===== src/rtl/regfile_scoreboard_pkg.sv =====
// Shared definitions for the register file / scoreboard slice: default
// geometry, width helper and address-validity rule.
package regfile_scoreboard_pkg;

    localparam int DATA_W_DEF = 32;
    localparam int NREGS_DEF  = 32;
    localparam int NRD_DEF    = 2;

    // Per-register scoreboard action chosen each cycle
    typedef enum logic [1:0] {
        SB_HOLD  = 2'd0,
        SB_SET   = 2'd1,
        SB_CLR   = 2'd2,
        SB_FLUSH = 2'd3
    } sb_op_e;

    // Ceiling log2, never narrower than one bit
    function automatic int clog2(input int n);
        int r;
        r = 0;
        for (int i = 0; i < 31; i++) begin
            if ((1 << i) < n) r = i + 1;
        end
        return (r < 1) ? 1 : r;
    endfunction

    // An address names real storage only below nregs, and never the
    // hardwired zero register.
    function automatic logic addr_ok(input logic [31:0] a, input int nregs,
                                     input logic zero_reg);
        return (a < 32'(nregs)) && !(zero_reg && (a == 32'd0));
    endfunction

endpackage


===== src/rtl/regfile_scoreboard_if.sv =====
// Bundle of read, writeback and scoreboard signals between ID and the
// register file.
interface regfile_scoreboard_if
    import regfile_scoreboard_pkg::*;
#(
    parameter int DATA_W = DATA_W_DEF,
    parameter int NREGS  = NREGS_DEF,
    parameter int NRD    = NRD_DEF
);
    localparam int AW = clog2(NREGS);
    localparam int CW = clog2(NREGS + 1);

    logic [NRD-1:0]        rd_en;
    logic [NRD*AW-1:0]     rd_addr;
    logic [NRD*DATA_W-1:0] rd_data;
    logic [NRD-1:0]        rd_busy;
    logic                  stall;
    logic                  wr_en;
    logic [AW-1:0]         wr_addr;
    logic [DATA_W-1:0]     wr_data;
    logic                  sb_set;
    logic [AW-1:0]         sb_addr;
    logic                  flush;
    logic [NREGS-1:0]      busy_vec;
    logic [CW-1:0]         busy_cnt;

    modport master (
        output rd_en, rd_addr, wr_en, wr_addr, wr_data, sb_set, sb_addr, flush,
        input  rd_data, rd_busy, stall, busy_vec, busy_cnt
    );

    modport slave (
        input  rd_en, rd_addr, wr_en, wr_addr, wr_data, sb_set, sb_addr, flush,
        output rd_data, rd_busy, stall, busy_vec, busy_cnt
    );

endinterface


===== src/rtl/regfile_scoreboard_sb_core.sv =====
// Busy scoreboard: one bit per register plus a registered population count.
// Priority per register: flush, then set (new producer), then clear.
module regfile_scoreboard_sb_core
    import regfile_scoreboard_pkg::*;
#(
    parameter int NREGS    = NREGS_DEF,
    parameter int ZERO_REG = 1,
    parameter int AW       = clog2(NREGS),
    parameter int CW       = clog2(NREGS + 1)
) (
    input  logic             clk,
    input  logic             rst,
    input  logic             set_i,
    input  logic [AW-1:0]    set_addr_i,
    input  logic             clr_i,
    input  logic [AW-1:0]    clr_addr_i,
    input  logic             flush_i,
    output logic [NREGS-1:0] busy_vec_o,
    output logic [CW-1:0]    busy_cnt_o
);

    logic [NREGS-1:0] busy_q, busy_d;
    logic [CW-1:0]    cnt_q, cnt_d;
    logic             set_ok, clr_ok;
    sb_op_e           op_d [NREGS];

    assign set_ok = set_i && addr_ok(32'(set_addr_i), NREGS, ZERO_REG != 0);
    assign clr_ok = clr_i && addr_ok(32'(clr_addr_i), NREGS, ZERO_REG != 0);

    // Choose each register's action and derive the next busy bits
    always_comb begin
        busy_d = busy_q;
        for (int r = 0; r < NREGS; r++) begin
            op_d[r] = SB_HOLD;
            if (flush_i)                                op_d[r] = SB_FLUSH;
            else if (set_ok && set_addr_i == AW'(r))    op_d[r] = SB_SET;
            else if (clr_ok && clr_addr_i == AW'(r))    op_d[r] = SB_CLR;
            case (op_d[r])
                SB_FLUSH: busy_d[r] = 1'b0;
                SB_SET:   busy_d[r] = 1'b1;
                SB_CLR:   busy_d[r] = 1'b0;
                default:  busy_d[r] = busy_q[r];
            endcase
        end
    end

    // Count is computed from the next state so it tracks busy_q exactly
    always_comb begin
        cnt_d = '0;
        for (int r = 0; r < NREGS; r++) cnt_d = cnt_d + CW'(busy_d[r]);
    end

    // Scoreboard state register
    always_ff @(posedge clk) begin
        if (!rst) begin
            busy_q <= '0;
            cnt_q  <= '0;
        end else begin
            busy_q <= busy_d;
            cnt_q  <= cnt_d;
        end
    end

    assign busy_vec_o = busy_q;
    assign busy_cnt_o = cnt_q;

endmodule


===== src/rtl/regfile_scoreboard.sv =====
// ID-stage register file: NRD combinational read ports with writeback
// bypass, optional hardwired zero register, and a busy scoreboard that
// raises stall on RAW hazards against pending long-latency producers.
module regfile_scoreboard
    import regfile_scoreboard_pkg::*;
#(
    parameter int DATA_W     = DATA_W_DEF,
    parameter int NREGS      = NREGS_DEF,
    parameter int NRD        = NRD_DEF,
    parameter int ZERO_REG   = 1,
    parameter int BYPASS     = 1,
    parameter int INIT_INDEX = 1
) (
    input logic                 clk,
    input logic                 rst,
    regfile_scoreboard_if.slave bus
);

    localparam int AW = clog2(NREGS);
    localparam int CW = clog2(NREGS + 1);

    logic [DATA_W-1:0]     regs_q [NREGS];
    logic                  wr_ok;
    logic [NREGS-1:0]      busy_vec;
    logic [CW-1:0]         busy_cnt;
    logic [NRD*DATA_W-1:0] rd_data;
    logic [NRD-1:0]        rd_busy;

    assign wr_ok = bus.wr_en && addr_ok(32'(bus.wr_addr), NREGS, ZERO_REG != 0);

    // Architectural storage; reset optionally seeds reg[i] = i
    always_ff @(posedge clk) begin
        if (!rst) begin
            for (int i = 0; i < NREGS; i++)
                regs_q[i] <= (INIT_INDEX != 0) ? DATA_W'(i) : '0;
        end else if (wr_ok) begin
            regs_q[bus.wr_addr] <= bus.wr_data;
        end
    end

    regfile_scoreboard_sb_core #(
        .NREGS    (NREGS),
        .ZERO_REG (ZERO_REG),
        .AW       (AW),
        .CW       (CW)
    ) u_sb (
        .clk        (clk),
        .rst        (rst),
        .set_i      (bus.sb_set),
        .set_addr_i (bus.sb_addr),
        .clr_i      (bus.wr_en),
        .clr_addr_i (bus.wr_addr),
        .flush_i    (bus.flush),
        .busy_vec_o (busy_vec),
        .busy_cnt_o (busy_cnt)
    );

    // Read ports: invalid address reads zero, then bypass, then storage.
    // A bypassed writeback also hides the busy bit it is about to clear.
    always_comb begin
        logic [AW-1:0] a;
        logic          hit;
        rd_data = '0;
        rd_busy = '0;
        a       = '0;
        hit     = 1'b0;
        for (int p = 0; p < NRD; p++) begin
            a   = bus.rd_addr[p*AW +: AW];
            hit = (BYPASS != 0) && bus.wr_en && (bus.wr_addr == a);
            if (addr_ok(32'(a), NREGS, ZERO_REG != 0)) begin
                rd_data[p*DATA_W +: DATA_W] = hit ? bus.wr_data : regs_q[a];
                rd_busy[p] = bus.rd_en[p] && busy_vec[a] && !hit;
            end
        end
    end

    assign bus.rd_data  = rd_data;
    assign bus.rd_busy  = rd_busy;
    assign bus.stall    = |rd_busy;
    assign bus.busy_vec = busy_vec;
    assign bus.busy_cnt = busy_cnt;

endmodule


===== src/flat_wrapper.sv =====
// flat-port wrapper written by rule: the top's interface ports become plain ports
module regfile_scoreboard_flat import regfile_scoreboard_pkg::*;
#(
    parameter int DATA_W     = DATA_W_DEF,
    parameter int NREGS      = NREGS_DEF,
    parameter int NRD        = NRD_DEF,
    parameter int ZERO_REG   = 1,
    parameter int BYPASS     = 1,
    parameter int INIT_INDEX = 1
)
  (clk, rst, bus_rd_en, bus_rd_addr, bus_wr_en, bus_wr_addr, bus_wr_data, bus_sb_set, bus_sb_addr, bus_flush, bus_rd_data, bus_rd_busy, bus_stall, bus_busy_vec, bus_busy_cnt);
  regfile_scoreboard_if #(.DATA_W(DATA_W), .NREGS(NREGS), .NRD(NRD)) bus_i ();
  input logic clk;
  input logic rst;
  input wire logic [$bits(bus_i.rd_en)-1:0] bus_rd_en;
  input wire logic [$bits(bus_i.rd_addr)-1:0] bus_rd_addr;
  input wire logic [$bits(bus_i.wr_en)-1:0] bus_wr_en;
  input wire logic [$bits(bus_i.wr_addr)-1:0] bus_wr_addr;
  input wire logic [$bits(bus_i.wr_data)-1:0] bus_wr_data;
  input wire logic [$bits(bus_i.sb_set)-1:0] bus_sb_set;
  input wire logic [$bits(bus_i.sb_addr)-1:0] bus_sb_addr;
  input wire logic [$bits(bus_i.flush)-1:0] bus_flush;
  output wire logic [$bits(bus_i.rd_data)-1:0] bus_rd_data;
  output wire logic [$bits(bus_i.rd_busy)-1:0] bus_rd_busy;
  output wire logic [$bits(bus_i.stall)-1:0] bus_stall;
  output wire logic [$bits(bus_i.busy_vec)-1:0] bus_busy_vec;
  output wire logic [$bits(bus_i.busy_cnt)-1:0] bus_busy_cnt;
  assign bus_i.rd_en = bus_rd_en;
  assign bus_i.rd_addr = bus_rd_addr;
  assign bus_i.wr_en = bus_wr_en;
  assign bus_i.wr_addr = bus_wr_addr;
  assign bus_i.wr_data = bus_wr_data;
  assign bus_i.sb_set = bus_sb_set;
  assign bus_i.sb_addr = bus_sb_addr;
  assign bus_i.flush = bus_flush;
  assign bus_rd_data = bus_i.rd_data;
  assign bus_rd_busy = bus_i.rd_busy;
  assign bus_stall = bus_i.stall;
  assign bus_busy_vec = bus_i.busy_vec;
  assign bus_busy_cnt = bus_i.busy_cnt;
  regfile_scoreboard #(.DATA_W(DATA_W), .NREGS(NREGS), .NRD(NRD), .ZERO_REG(ZERO_REG), .BYPASS(BYPASS), .INIT_INDEX(INIT_INDEX)) u_core (.clk(clk), .rst(rst), .bus(bus_i));
endmodule

===== config.mk =====
export PLATFORM = sky130hd
export DESIGN_NAME = regfile_scoreboard_flat
export DESIGN_NICKNAME = d
export VERILOG_FILES = /design/src/rtl/regfile_scoreboard_pkg.sv /design/src/rtl/regfile_scoreboard_if.sv /design/src/rtl/regfile_scoreboard_sb_core.sv /design/src/rtl/regfile_scoreboard.sv /design/src/flat_wrapper.sv
export SDC_FILE = /design/constraint.sdc
export NUM_CORES = 2
export LEC_CHECK = 0
export BUFFER_PORTS_ARGS = -buffer_cell sky130_fd_sc_hd__buf_2
export CAP_MARGIN = 20
export CORE_UTILIZATION = 45
export DETAILED_ROUTE_END_ITERATION = 8
export SYNTH_ARGS = -nofsm -noshare
export SYNTH_HDL_FRONTEND = slang
export SYNTH_HIERARCHICAL = 1
export SYNTH_SLANG_ARGS = --single-unit

===== constraint.sdc =====
create_clock -name clk -period 7.4 [get_ports clk]
set_clock_uncertainty 0.2 [all_clocks]
set_input_delay 0.37 -clock clk [delete_from_list [all_inputs] [get_ports clk]]
set_output_delay 0.37 -clock clk [all_outputs]
set_load 0.02 [all_outputs]

==> flow_metrics.env <==
export IMPL_setup_tns_ps=0
export IMPL_synth_seq_area_share_pct=54.66
export IMPL_max_slew_margin_pct=8.159
export IMPL_dp_slack_ps=1247
export IMPL_start_kind="primary input"
export IMPL_setup_ws_ps=1644
export IMPL_seqPwrFrac_pct=48.2
export IMPL_ant_nets=0
export IMPL_cts_sinks=1062
export IMPL_post_synth_top_count_cell="edfxtp_1"
export IMPL_power_w=0.01465
export IMPL_yosysTopAreaCellShare_pct=53.34
export IMPL_grt_max_degree=119
export IMPL_crit_type="primary input to register"
export IMPL_hold_violations=0
export IMPL_wl_per_cell_um=38.69
export IMPL_fin_crit_sh_pct=77.79
export IMPL_area_growth_pct=11.41
export IMPL_clock_root_buffer="clkbuf_16"
export IMPL_design_core_area_um2=126400
export IMPL_dpl_cell_count=5429
export IMPL_cts_tree="yes"
export IMPL_setup_worst_path_end_class="register"
export IMPL_drtPass1Iterations=8
export IMPL_p_switching_w=0.003875
export IMPL_yosys_warnings=6
export IMPL_grt_use_total_pct=33.58
export IMPL_powerDensity_nw_per_um2=228.1
export IMPL_dieArea_um2=129600
export IMPL_vias_per_cell=6.854
export IMPL_cp_max_fo=8
export IMPL_cp_slowest_stage_delay_ps=530
export IMPL_hp_class="primary input to register"
export IMPL_dp_hpwl_um=133500
export IMPL_ir_drop_v=0.0002070
export IMPL_sw_frac_of_total_pct=26.45
export IMPL_crit_arrival_ps=6200
export IMPL_grt_pass1_vias=37350
export IMPL_final_nets=3999
export IMPL_cts_htree_levels=3
export IMPL_status="completed"
export IMPL_layout_drive_gt1_share_pct=27.11
export IMPL_crit_buf_inv=5
export IMPL_grt_pass1_wl_um=301600
export IMPL_ys_ff_latch=1062
export IMPL_drt_initial_drc_count=6185
export IMPL_cp_slowest_cell="dlygate4sd3_1"
export IMPL_clk_pin_slew_worst_paths_ps=60
export IMPL_clock_power_share_pct=38.3
export IMPL_clock_latency_ps=720
export IMPL_synthFlopType="edfxtp_1"
export IMPL_layout_min_cycle_time_ps=5756
export IMPL_gp_congestion=0.9126
export IMPL_avgSynthCellArea_um2=14.83
export IMPL_route_detailed_drc=0
export IMPL_io_pins=164
export IMPL_cpLargestDelayFamily="adder cells"
export IMPL_ys_async_sr_fraction_pct=0
export IMPL_fillers=10480
export IMPL_regArea_um2=31510
export IMPL_path_cells="dlygate4sd3_1 > buf_2 > nor2b_1 > nand3_1 > o22a_1 > fa_1 > inv_1 > fa_1 > inv_1 > fa_1 > fa_1 > fa_1 > fa_1 > inv_1 > ha_1 > fa_1 > a21o_1 > a21oi_1 > mux2i_1"
export IMPL_netlist_top_cells_area="edfxtp_1 (53%), mux4_2 (21%), and2_1 (10%)"
export IMPL_fmax_mhz=173.7
export IMPL_portBuffers=163
export IMPL_yosysTopAreaCell="edfxtp_1"
export IMPL_grt_setup_unrepaired="no"
export IMPL_die_w_um=359.9
export IMPL_yosys_top_cells_count="edfxtp_1 (1024), and2_1 (919), mux4_2 (538)"
export IMPL_maxCapViolCount=0
export IMPL_cts_max_path_buffers=3
export IMPL_gr_total_overflow=0
export IMPL_p_leak_nw=21.84
export IMPL_totalWireLength_um=218900
export IMPL_netlist_area_um2=57650
export IMPL_synth_edff_count=1024
export IMPL_antenna_found_initial=33
export IMPL_rows=130
export IMPL_initial_core_util_pct=45.62
export IMPL_fin_cells=5659
export IMPL_worst_pin_slew_ps=1375
export IMPL_p_int_w=0.01078
export IMPL_syn_instance_count=3888
export IMPL_route_vias_total=38790
export IMPL_cts_resized=0
export IMPL_required_ps=7850
export IMPL_finalSetupViolCount=0
export IMPL_synth_cell_types=68
export IMPL_slew_viol_final=0
export IMPL_pwr_share_comb_pct=13.5
export IMPL_cts_buffers_inserted=119
export IMPL_multiInputGateArea_um2=24930
export IMPL_fp_dieH_um=359.9
export IMPL_cp_common_cell="fa_1"
-- layout make-up --
class / instances / share of cell area (%)
Timing Repair Buffer: 295 / 3.105
Inverter: 32 / 0.1870
Multi-Input combinational cell: 2399 / 38.82
Clock buffer: 145 / 4.837
Sequential cell: 1062 / 49.06
Tap cell: 1650 / 3.214
Clock inverter: 65 / 0.7402
Antenna cell: 11 / 0.04285
-- metal layers --
metal | GRT usage (%) | vias up | share of wire (%)
met5 | 0 | - | 0.061
met4 | 13.58 | 22 | 4.7
met3 | 9.349 | 563 | 13
met2 | 51.05 | 3033 | 45
met1 | 45.66 | 20060 | 37
li1 | - | 15110 | -
-- power by group through the flow --
stage	combinational [W]	sequential, W	clock (W)
final	0.00197	0.00706	0.00561
after global routing	0.00202	0.00710	0.00587
after CTS	0.00194	0.00706	0.00565
after global placement	0.00192	0.00716	0
after detailed placement	0.00193	0.00718	0
after floorplan	0.00118	0.00714	0
-- path summary, 6_finish.rpt --
kind	start	end	slack [ps]	cells past startpoint
setup reg to reg	u_core/u_sb/busy_vec_o[23]	u_core/u_sb/busy_cnt_o[4]	1970	16
hold reg to reg	u_core/u_sb/busy_vec_o[5]	u_core/u_sb/busy_vec_o[5]	450	2
hold / removal	bus_wr_data[12]	u_core/regs_q[3][12]	40	2
setup / recovery	bus_sb_addr[1]	u_core/u_sb/busy_cnt_o[4]	1640	19
-- state kept, by name (all words and copies together), names as in the netlist --
| signal | flops |
|---|---|
| u_core/regs_q | 1024 |
| u_core/u_sb/busy_vec_o | 32 |
| u_core/u_sb/busy_cnt_o | 6 |
-- cells by family after synthesis --
logic type / share of synthesized area, %
xor gates and xnor gates: 0.1671
buffers and inverters: 3.440
and+or+nand+nor: 13.55
AOI/OAI and AO/OA: 4.855
other: 0.006504
adders and majority gates: 0.9853
muxes: 22.34
DFF: 54.66
-- per-stage QoR --
step                cell area [µm²]  util, %  hold WS, ps
global route                  64210    50.81        48.66
global placement              60470    47.85        415.2
floorplan                     57770        -        321.6
CTS                           64210    50.80       0.2777
detailed placement            60530    47.90        422.6
finish                        64230    50.82        37.42
-- cell usage in the layout (no fill, tap or decap), types with 32 or more instances in the layout --
cell type / n
o22ai_1: 117
nor2_4: 33
buf_4: 117
clkbuf_16: 120
a22oi_1: 111
buf_2: 155
edfxtp_1: 1024
or3_1: 83
and2_1: 918
nor2_1: 36
nand3_1: 44
mux2i_1: 57
nand2_1: 85
conb_1: 32
clkinv_1: 32
o21ai_0: 50
dfxtp_1: 38
nor3_1: 36
mux4_2: 538
-- timing repair --
action                    4_1_cts  5_1_grt
hold buffers                    9        0
buffers inserted                0        0
hold endpoints to repair       17        0
(Power assumes the default switching activity.)
